==> src/rtl/riscv_types.sv <==
// Shared RISC-V M-extension types: fn3[1:0] multiply encodings and the in-flight tag
// tracked by mul_arbiter.
package riscv_types;

    localparam logic [1:0] FN3_MUL    = 2'b00;
    localparam logic [1:0] FN3_MULH   = 2'b01;
    localparam logic [1:0] FN3_MULHSU = 2'b10;
    localparam logic [1:0] FN3_MULHU  = 2'b11;

    typedef struct packed {
        logic valid;
        logic port;
    } mul_tag_t;

endpackage

==> src/rtl/mul_arb_result_fifo.sv <==
// Per-requester result buffer: registered FIFO with first-word-fall-through output.
// Data storage has no reset; only pointers and occupancy are cleared.
module mul_arb_result_fifo #(
    parameter int DATA_WIDTH = 32,
    parameter int FIFO_DEPTH = 4
) (
    input  logic                  clk,
    input  logic                  rst_n,
    input  logic                  push_i,
    input  logic [DATA_WIDTH-1:0] push_data_i,
    input  logic                  pop_i,
    output logic                  valid_o,
    output logic [DATA_WIDTH-1:0] data_o
);

    localparam int PTR_W = (FIFO_DEPTH > 1) ? $clog2(FIFO_DEPTH) : 1;
    localparam int CNT_W = $clog2(FIFO_DEPTH + 1);

    logic [DATA_WIDTH-1:0] mem_q [FIFO_DEPTH];
    logic [PTR_W-1:0]      wr_ptr_q, wr_ptr_d;
    logic [PTR_W-1:0]      rd_ptr_q, rd_ptr_d;
    logic [CNT_W-1:0]      count_q, count_d;
    logic                  do_push, do_pop;

    function automatic logic [PTR_W-1:0] ptr_inc(input logic [PTR_W-1:0] p);
        return (p == PTR_W'(FIFO_DEPTH - 1)) ? '0 : p + PTR_W'(1);
    endfunction

    assign do_pop  = pop_i && (count_q != '0);
    // A full FIFO can still take a push when the head leaves in the same cycle.
    assign do_push = push_i && ((count_q != CNT_W'(FIFO_DEPTH)) || do_pop);

    always_comb begin
        wr_ptr_d = wr_ptr_q;
        rd_ptr_d = rd_ptr_q;
        count_d  = count_q;
        if (do_push) begin
            wr_ptr_d = ptr_inc(wr_ptr_q);
        end
        if (do_pop) begin
            rd_ptr_d = ptr_inc(rd_ptr_q);
        end
        case ({do_push, do_pop})
            2'b10:   count_d = count_q + CNT_W'(1);
            2'b01:   count_d = count_q - CNT_W'(1);
            default: count_d = count_q;
        endcase
    end

    always_ff @(posedge clk or negedge rst_n) begin
        if (!rst_n) begin
            wr_ptr_q <= '0;
            rd_ptr_q <= '0;
            count_q  <= '0;
        end else begin
            wr_ptr_q <= wr_ptr_d;
            rd_ptr_q <= rd_ptr_d;
            count_q  <= count_d;
        end
    end

    always_ff @(posedge clk) begin
        if (do_push) begin
            mem_q[wr_ptr_q] <= push_data_i;
        end
    end

    assign valid_o = (count_q != '0);
    assign data_o  = valid_o ? mem_q[rd_ptr_q] : '0;

endmodule

==> src/rtl/mul_arbiter.sv <==
// Two-port credit-based arbiter in front of a fixed-latency shared multiplier.
// Define MUL_ARBITER_FIXED_PRIORITY_EN for strict port-0 priority instead of round-robin.
module mul_arbiter
    import riscv_types::*;
#(
    parameter int MUL_CYCLES = 2,
    parameter int FIFO_DEPTH = 4
) (
    input  logic        clk,
    input  logic        rst_n,
    input  logic        req0_valid,
    output logic        req0_ready,
    input  logic [31:0] req0_rs1,
    input  logic [31:0] req0_rs2,
    input  logic [1:0]  req0_op,
    input  logic        req1_valid,
    output logic        req1_ready,
    input  logic [31:0] req1_rs1,
    input  logic [31:0] req1_rs2,
    input  logic [1:0]  req1_op,
    output logic        mul_new_request,
    output logic [31:0] mul_a,
    output logic [31:0] mul_b,
    output logic [1:0]  mul_op,
    input  logic        mul_done,
    input  logic [31:0] mul_result,
    output logic        rsp0_valid,
    output logic [31:0] rsp0_data,
    input  logic        rsp0_accept,
    output logic        rsp1_valid,
    output logic [31:0] rsp1_data,
    input  logic        rsp1_accept,
    output logic        tag_error
);

    localparam int CNT_W = $clog2(FIFO_DEPTH + 1);

    logic [1:0]       req_valid, elig, grant;
    logic [1:0]       rsp_valid, rsp_accept, ret, push;
    logic [CNT_W-1:0] credit_q [2];
    logic [CNT_W-1:0] credit_d [2];
    mul_tag_t         tags_q [MUL_CYCLES];
    mul_tag_t         head_tag, tail_tag;
    logic             tag_error_q, tag_error_d;
`ifndef MUL_ARBITER_FIXED_PRIORITY_EN
    logic             last_grant_q, last_grant_d;
`endif

    assign req_valid  = {req1_valid, req0_valid};
    assign rsp_valid  = {rsp1_valid, rsp0_valid};
    assign rsp_accept = {rsp1_accept, rsp0_accept};
    assign ret        = rsp_valid & rsp_accept;

    // Gating with rst_n keeps every output low while reset is held.
    assign elig[0] = rst_n && req_valid[0] && (credit_q[0] != '0);
    assign elig[1] = rst_n && req_valid[1] && (credit_q[1] != '0);

    always_comb begin
        grant = 2'b00;
`ifdef MUL_ARBITER_FIXED_PRIORITY_EN
        if (elig[0]) begin
            grant = 2'b01;
        end else if (elig[1]) begin
            grant = 2'b10;
        end
`else
        if (elig[0] && elig[1]) begin
            grant = last_grant_q ? 2'b01 : 2'b10;
        end else begin
            grant = elig;
        end
`endif
    end

`ifndef MUL_ARBITER_FIXED_PRIORITY_EN
    assign last_grant_d = (|grant) ? grant[1] : last_grant_q;

    always_ff @(posedge clk or negedge rst_n) begin
        if (!rst_n) begin
            last_grant_q <= 1'b1;
        end else begin
            last_grant_q <= last_grant_d;
        end
    end
`endif

    assign req0_ready      = grant[0];
    assign req1_ready      = grant[1];
    assign mul_new_request = |grant;

    always_comb begin
        mul_a  = '0;
        mul_b  = '0;
        mul_op = '0;
        if (grant[0]) begin
            mul_a  = req0_rs1;
            mul_b  = req0_rs2;
            mul_op = req0_op;
        end else if (grant[1]) begin
            mul_a  = req1_rs1;
            mul_b  = req1_rs2;
            mul_op = req1_op;
        end
    end

    always_comb begin
        head_tag       = '0;
        head_tag.valid = |grant;
        head_tag.port  = grant[1];
    end

    assign tail_tag    = tags_q[MUL_CYCLES-1];
    assign push[0]     = mul_done && tail_tag.valid && !tail_tag.port;
    assign push[1]     = mul_done && tail_tag.valid && tail_tag.port;
    assign tag_error_d = tag_error_q || (mul_done && !tail_tag.valid);

    // A credit is spent at issue and returned when the requester takes the result.
    always_comb begin
        for (int p = 0; p < 2; p++) begin
            credit_d[p] = credit_q[p];
            if (grant[p] && !ret[p]) begin
                credit_d[p] = credit_q[p] - CNT_W'(1);
            end else if (ret[p] && !grant[p] && (credit_q[p] != CNT_W'(FIFO_DEPTH))) begin
                credit_d[p] = credit_q[p] + CNT_W'(1);
            end
        end
    end

    always_ff @(posedge clk or negedge rst_n) begin
        if (!rst_n) begin
            for (int i = 0; i < MUL_CYCLES; i++) begin
                tags_q[i] <= '0;
            end
            credit_q[0] <= CNT_W'(FIFO_DEPTH);
            credit_q[1] <= CNT_W'(FIFO_DEPTH);
            tag_error_q <= 1'b0;
        end else begin
            tags_q[0] <= head_tag;
            for (int i = 1; i < MUL_CYCLES; i++) begin
                tags_q[i] <= tags_q[i-1];
            end
            credit_q[0] <= credit_d[0];
            credit_q[1] <= credit_d[1];
            tag_error_q <= tag_error_d;
        end
    end

    assign tag_error = tag_error_q;

    mul_arb_result_fifo #(
        .DATA_WIDTH (32),
        .FIFO_DEPTH (FIFO_DEPTH)
    ) u_fifo0 (
        .clk         (clk),
        .rst_n       (rst_n),
        .push_i      (push[0]),
        .push_data_i (mul_result),
        .pop_i       (rsp0_accept),
        .valid_o     (rsp0_valid),
        .data_o      (rsp0_data)
    );

    mul_arb_result_fifo #(
        .DATA_WIDTH (32),
        .FIFO_DEPTH (FIFO_DEPTH)
    ) u_fifo1 (
        .clk         (clk),
        .rst_n       (rst_n),
        .push_i      (push[1]),
        .push_data_i (mul_result),
        .pop_i       (rsp1_accept),
        .valid_o     (rsp1_valid),
        .data_o      (rsp1_data)
    );

endmodule

==> config.mk <==
export PLATFORM = sky130hd
export DESIGN_NAME = mul_arbiter
export DESIGN_NICKNAME = d
export VERILOG_FILES = /design/src/rtl/riscv_types.sv /design/src/rtl/mul_arb_result_fifo.sv /design/src/rtl/mul_arbiter.sv
export SDC_FILE = /design/constraint.sdc
export NUM_CORES = 1
export LEC_CHECK = 0
export ABC_AREA = 0
export CAP_MARGIN = 30
export CORE_ASPECT_RATIO = 0.9
export CORE_MARGIN = 5
export CORE_UTILIZATION = 49
export DETAILED_ROUTE_END_ITERATION = 6
export HOLD_SLACK_MARGIN = 0.03
export PLACE_DENSITY_LB_ADDON = 0.12
export SLEW_MARGIN = 25
export SYNTH_ARGS = -nofsm -noshare
export SYNTH_HDL_FRONTEND = slang
export SYNTH_SLANG_ARGS = --single-unit
==> constraint.sdc <==
create_clock -name clk -period 3.2 [get_ports clk]
set_input_delay 0.48 -clock clk [delete_from_list [all_inputs] [get_ports clk]]
set_output_delay 0.48 -clock clk [all_outputs]
set_load 0.005 [all_outputs]
==> key figures, run 1 <==
Power
  – Total power: 12.5 mW
  – Seq pwr share: 0.380
  – Leakage: around 5.7 nW
  – Combinational Power Share: 0.374
  – Switching share of power: 0.280
  – Clk network pwr share: 0.247
  – Peak VDD IR: about 0.62 mV
  – Pwr dens: approximately 760 mW/mm^2
  – Psw: 3.49 mW
  – Int Power: 8.97 mW

Clock tree
  – # H-tree levels: 1
  – Max Root-Sink Buffers: 3
  – Cts-stage hold buffer count: 0
  – Clk pin slew, worst setup/hold paths: 0.06 ns
  – Clock latency on the worst-skew pair: 0.53 ns
  – CTS tree: done
  – Post-CTS setup buffers: 0
  – CTS buffer count: 28
  – Clock Sinks: 282
  – Root buffer cell: clkbuf_16

Setup path
  – Required @ worst endpoint: 2.72 ns
  – WP data arrival: 2.60 ns
  – Worst r2r dst: credit_q[5]$_DFFE_PN1P_
  – Crit-path slowest cell: clkdlybuf4s50_1
  – CP Cell Sequence: o311a_1 -> a21oi_4 -> buf_12 -> a22o_1 -> clkdlybuf4s50_1
  – Internal reg-to-reg setup slack: about 0.64 ns
  – Critical path class: register to output port
  – Peak per-stage delay on the critical path: 0.53 ns
  – Worst setup path endpoint: mul_b[19]
  – Crit path max fanout: 39
  – WP depth: 5
  – Reg-to-reg startpoint: credit_q[0]$_DFFE_PN0P_
  – Cells on worst reg2reg path: 7
  – Cell family with most CP delay: compound AO/OA/AOI/OAI gates
  – Crit end category: output port
  – CP startpoint: credit_q[0]$_DFFE_PN0P_
  – Critical path launch point type: register
  – CP bufs+invs: 2

Layout
  – Area Overhead vs Synth: 38.8%
  – N_diodes: 0
  – Util after Layout: 0.696
  – Nets: 1140
  – Ratio of cells with drive above 1 in the final layout: 0.169

Timing
  – Fin crit share: 0.962
  – Final Hold Violating Endpoints: 0
  – Max Transition Viols Final: 0
  – Final Skew: between 0.015 and 0.02 ns
  – Fin Hold WS: 0.346 ns
  – Tightest Pin Transition: between 0.7 and 0.8 ns
  – RSZ-0062 raised after global routing: no
  – Setup tns final: 0 ns
  – Endpoints failing setup: 0
  – Maximum clock rate: 325 MHz
  – Worst slew margin: 0.484
  – Period minus WS final: 3.08 ns
  – Setup ws final: 0.121 ns

Yosys
  – #FFs+latches synth: 282
  – Netlist cell types: 33
  – Top post-synthesis cells by area: edfxtp_1, mux4_2, a22o_1, dfrtp_1, nor2b_1
  – Cell taking the most area after synthesis: edfxtp_1
  – Async set or reset register ratio after synthesis: 0.0922
  – Register area share after synthesis: 0.706
  – Most common cell in the netlist: edfxtp_1
  – Main synth FF type: edfxtp_1
  – Synthesized netlist net count: 808
  – Post-synth top area share: 0.651
  – Synth Cell Area: roughly 0.012 mm^2
  – Post-Syn Area per Cell: 19.0 um^2
  – YS warnings: 0
  – Synthesized netlist cell count: 621
  – Synth top cells by count: edfxtp_1, a22o_1, mux4_2, nor2b_1, dfrtp_1
  – Post-synth EDFFs: 256

Detailed routing
  – Final ANT Viol Nets: 0
  – Total length of routed wires: 31.4 mm
  – DR vias/cell: 5.62
  – First-pass DRT Iterations: 5
  – # DRC: 0
  – Total number of vias: 7163
  – Drt wl/cell: 24.6 um
  – DR iter-0 viols: 391

GRT
  – First-pass GRT wire length: 46.7 mm
  – Largest net degree at the start of global routing: 44
  – Vias in the first global route: approximately 7500
  – Gr usage total: 0.224
  – Gr ovfl total: 0
  – Antenna violations before repair: 0

Die
  – Die H: 157 um
  – Starting Density: 0.502
  – Io pins: 307
  – Die area: 0.0273 mm^2
  – Die Width: approximately 170 um
  – Core Rows: 53
  – Core area: 0.0235 mm^2

Job
  – Max-cap check violation count: 0

Run status
  – Status: complete, no violations

Place
  – Pre-CTS setup slack: 0.120 ns
  – Port bufs: 306
  – DP Wirelength: roughly 22 mm
  – RD Place Congestion: 1.05

Min path
  – Min-delay src: tags_q[2]$_DFF_PN0_
  – Worst Hold Class: register to register
==> layout make-up <==
class | instances | area (um^2)
clock buffer | 37 | 796
clock inverter | 12 | 78.8
fill | 1512 | 7150
inverter | 22 | 82.6
multi-input combinational | 281 | 3230
sequential | 282 | 8350
tap | 302 | 378
timing repair buffer | 338 | 3480
==> flip-flops by register name, summed over array words and instances, names as in the netlist, 2 cells and up <==
register,cells
credit_q,6
tags_q,4
u_fifo0.count_q,3
u_fifo0.mem_q,128
u_fifo0.rd_ptr_q,2
u_fifo0.wr_ptr_q,2
u_fifo1.count_q,3
u_fifo1.mem_q,128
u_fifo1.rd_ptr_q,2
u_fifo1.wr_ptr_q,2
==> cell families (layout without fill, tap and decap cells) <==
group,Yosys count,after routing,synth area share
DFF,282,282,0.706
muxes,72,72,0.129
AOI/OAI and AO/OA,86,86,0.0661
buffers and inverters,58,409,0.0235
adders and majority gates,16,16,0.0195
xor gates and xnor gates,10,10,0.00741
and+or+nand+nor,97,97,0.0484
==> timing repair <==
action	in CTS	in global routing
gates resized for setup	0	3
hold endpoints to repair	0	0
endpoints found under the setup margin	0	5
==> power by group through the flow <==
stage | logic, mW | clock network (mW) | registers (mW)
after floorplan | 2.40 | 0 | 4.59
after global placement | 4.58 | 0 | 4.77
after detailed placement | 4.69 | 0 | 4.81
after CTS | 4.73 | 3.14 | 4.73
after global routing | 5.02 | 3.31 | 4.78
final | 4.66 | 3.08 | 4.73
==> how the worst min path moves through the flow <==
| stage | depth (start not counted) | endpoint | slack, ns |
|---|---|---|---|
| after floorplan | 0 | credit_q[0]$_DFFE_PN0P_ | 0.18 |
| after global placement | 0 | tags_q[1]$_DFF_PN0_ | 0.34 |
| after detailed placement | 0 | tags_q[0]$_DFF_PN0_ | 0.34 |
| after CTS | 0 | tags_q[0]$_DFF_PN0_ | 0.35 |
| after global routing | 0 | tags_q[0]$_DFF_PN0_ | 0.35 |
| final | 0 | tags_q[0]$_DFF_PN0_ | 0.35 |
==> per-layer routing <==
layer / vias up / track usage / part of all wire
li1: 3155 / - / -
met1: 3674 / 0.294 / 0.40
met2: 293 / 0.389 / 0.51
met3: 41 / 0.0471 / 0.066
met4: 0 / 0.0618 / 0.026
met5: - / 0 / 0
==> stage by stage <==
stage | std cells | instance area (um^2)
floorplan | 621 | 11800
global placement | 1225 | 15500
detailed placement | 1225 | 15500
CTS | 1274 | 16400
global route | 1274 | 16400
finish | 1274 | 16400
==> cells in the final DEF (no fill, tap or decap), types with 3 or more instances in the layout <==
master           netlist  routed
a21o_1                 3       3
clkinv_2               0       6
nand2_1                9       9
nor2b_1               64      64
fa_1                   4       4
mux4_2                64      64
dfrtp_1               23      19
dfrtp_2                0       3
xor2_1                 5       5
clkinv_1               0       5
ha_1                  12      12
o21ai_0                5       5
nor3_1                 5       3
clkdlybuf4s50_1        0     306
clkbuf_1              10       4
inv_1                 22      22
buf_12                 0      14
clkbuf_16              0      29
mux2i_1                6       6
xnor2_1                5       5
nor2_1                 6       6
a22o_1                66      64
clkbuf_8               0       4
buf_4                  2      18
edfxtp_1             256     256
dfstp_2                3       3
nor3b_1                3       3
and2_2                 0       8
No activity file was read; power rests on OpenSTA's default activity.
==> inputs of run 2 (changes only) <==
Settings changed: CORE_MARGIN 5 to not set.
==> run 2 against run 1 <==
The flow now finishes with violations (design-rule violations). Maximum frequency hardly changed. Critical path type unchanged. Sequential power is 1% lower. Highest routed layer unchanged. Clock power is 9.7% higher. Routed wire length is 6.2% lower. Clock skew hardly changed.
==> key figures, run 2 (synthesized netlist as in run 1, its figures left out) <==
Clock tree
  – Clk pin slew, worst setup/hold paths: 0.06 ns (about the same)
  – Cts-stage hold buffer count: 0 (unchanged)
  – Max Root-Sink Buffers: 3 (unchanged)
  – # H-tree levels: 1 (unchanged)
  – Clock Sinks: 282 (unchanged)
  – Post-CTS setup buffers: 0 (unchanged)
  – Clock latency on the worst-skew pair: 0.54 ns (was 0.53 ns)
  – Post-cts resize count: 0 (unchanged)
  – Root buffer cell: clkbuf_16 (unchanged)
  – CTS tree: done (unchanged)
  – CTS buffer count: 29 (was 28)

Setup path
  – Crit end category: output port (unchanged)
  – Required @ worst endpoint: 2.72 ns (about the same)
  – Peak per-stage delay on the critical path: 0.52 ns (was 0.53 ns)
  – WP data arrival: 2.60 ns (about the same)
  – CP bufs+invs: 2 (unchanged)
  – Critical path launch point type: register (unchanged)
  – Cell family with most CP delay: compound AO/OA/AOI/OAI gates (unchanged)
  – CP Cell Sequence: o311a_1 -> a21oi_4 -> buf_12 -> a22o_1 -> clkdlybuf4s50_1 (unchanged)
  – Crit-path slowest cell: clkdlybuf4s50_1 (unchanged)
  – Critical path class: register to output port (unchanged)
  – Crit path max fanout: 39 (unchanged)

Power
  – Int Power: 9.14 mW (was 8.97 mW)
  – Peak VDD IR: 0.828 mV (was 0.624 mV)
  – Psw: 3.52 mW (was 3.49 mW)
  – Pwr dens: 769 mW/mm^2 (was 760 mW/mm^2)
  – Clk network pwr share: 0.267 (was 0.247)
  – Leakage: 5.71 nW (was 5.66 nW)
  – Seq pwr share: 0.369 (was 0.380)
  – Combinational Power Share: 0.364 (was 0.374)
  – Switching share of power: 0.278 (was 0.280)

Die
  – Core area: 0.0235 mm^2 (about the same)
  – Core Rows: 53 (unchanged)
  – Starting Density: 0.503 (was 0.502)
  – Die H: 149 um (was 157 um)
  – Die Width: 166 um (was 174 um)
  – Die area: 0.0247 mm^2 (was 0.0273 mm^2)
  – Io pins: 307 (unchanged)

Run status
  – Status: finished, violations left (was complete, no violations)
  – Failing checks: design-rule violations

Place
  – Port bufs: 306 (unchanged)
  – Pre-CTS setup slack: 0.222 ns (was 0.120 ns)
  – DP Wirelength: 20.4 mm (was 21.6 mm)
  – RD Place Congestion: 0.960 (was 1.05)

GRT
  – Gr ovfl total: 0 (unchanged)
  – Gr usage total: 0.238 (was 0.224)
  – Antenna violations before repair: 0 (unchanged)
  – Vias in the first global route: 7716 (was 7528)
  – First-pass GRT wire length: 44.3 mm (was 46.7 mm)
  – Largest net degree at the start of global routing: 57 (was 44)

Timing
  – Endpoints failing setup: 0 (unchanged)
  – Maximum clock rate: 325 MHz (about the same)
  – Setup tns final: 0 ns (unchanged)
  – Tightest Pin Transition: 0.721 ns (was 0.769 ns)
  – RSZ-0062 raised after global routing: no (unchanged)
  – Period minus WS final: 3.08 ns (about the same)
  – Setup ws final: 0.120 ns (was 0.121 ns)
  – Final Skew: 0.0196 ns (was 0.0193 ns)
  – Fin crit share: 0.963 (was 0.962)
  – Final Hold Violating Endpoints: 0 (unchanged)
  – Max Transition Viols Final: 0 (unchanged)
  – Worst slew margin: 0.517 (was 0.484)

Detailed routing
  – DR iter-0 viols: 459 (was 391)
  – DR vias/cell: 5.62 (about the same)
  – Drt wl/cell: 22.9 um (was 24.6 um)
  – Total length of routed wires: 29.4 mm (was 31.4 mm)
  – # DRC: 42 (was 0)
  – Final ANT Viol Nets: 0 (unchanged)
  – Total number of vias: 7223 (was 7163)
  – First-pass DRT Iterations: 7 (was 5)

Min path
  – Worst Hold Class: register to register (unchanged)

Job
  – Max-cap check violation count: 0 (unchanged)

Layout
  – Nets: 1147 (was 1140)
  – Multi-input gate area: 0.00321 mm^2 (was 0.00323 mm^2)
  – Most frequent cells in the layout: clkdlybuf4s50_1, edfxtp_1, a22o_1 (was clkdlybuf4s50_1, edfxtp_1, mux4_2, nor2b_1, a22o_1)
  – Largest registers: u_fifo0.mem_q (128), u_fifo1.mem_q (128), credit_q (6) (unchanged)
  – N_diodes: 0 (unchanged)
  – Area Overhead vs Synth: 39.3% (was 38.8%)
  – FF+latch area: 0.00835 mm^2 (about the same)
  – Commonest non-fill, non-tap cell in the layout: clkdlybuf4s50_1 (unchanged)
  – Fillers: 1513 (was 1512)
  – Ratio of cells with drive above 1 in the final layout: 0.179 (was 0.169)
==> run 2: changes by cell type in the layout (fill, tap and decap cells not counted), moves of 2 or more <==
| cell | change |
|---|---|
| bufinv_16 | +2 |
| a22o_1 | +2 |
| buf_4 | +12 |
| a22o_4 | -2 |
| buf_12 | -7 |
| clkinv_1 | -3 |
==> run 2: per-stage QoR <==
stage	power [mW]	instances	hold WS, ns	utilization	instance area (um^2)
2_1_floorplan	6.98	621	0.184	-	11800
3_3_place_gp	9.25	1230	0.332	0.658	15400
3_5_place_dp	9.37	1230	0.340	0.658	15400
4_1_cts	12.8	1284	0.354	0.700	16400
5_1_grt	13.3	1285	0.367	0.701	16500
6_report	12.7	1285	0.352	0.701	16500
==> run 2: path summary, 6_finish.rpt <==
kind                                    startpoint                               to  slack, ns  cells past startpoint
max                        credit_q[4]$_DFFE_PN0P_                        mul_b[15]       0.12                      5
min                            tags_q[3]$_DFF_PN0_              tags_q[1]$_DFF_PN0_       0.35                      0
max reg2reg                credit_q[4]$_DFFE_PN0P_          credit_q[2]$_DFFE_PN1P_       0.67                      7
min reg2reg                    tags_q[3]$_DFF_PN0_              tags_q[1]$_DFF_PN0_       0.35                      0
max in group asynchronous                    rst_n          credit_q[2]$_DFFE_PN1P_       2.37                      2
min in group asynchronous                    rst_n  u_fifo1.wr_ptr_q[0]$_DFFE_PN0P_       0.51                      2
==> run 2: area by class of cell <==
class,count,area share
sequential,282,0.507
timing repair buffer,344,0.210
multi-input combinational,281,0.195
clock buffer,38,0.0492
tap,302,0.0230
clock inverter,16,0.0103
inverter,22,0.00502
==> run 2: routing by layer <==
metal | track usage | part of all wire
met5 | 0 | 0
met4 | 0.0650 | 0.025
met3 | 0.0499 | 0.066
met2 | 0.414 | 0.51
met1 | 0.305 | 0.40
==> run 2: power by group through the flow <==
stage | logic (mW) | registers, mW | clock network (mW)
floorplan | 2.40 | 4.59 | 0
global placement | 4.54 | 4.71 | 0
detailed placement | 4.63 | 4.74 | 0
CTS | 4.67 | 4.67 | 3.43
global route | 4.97 | 4.70 | 3.58
finish | 4.60 | 4.67 | 3.38
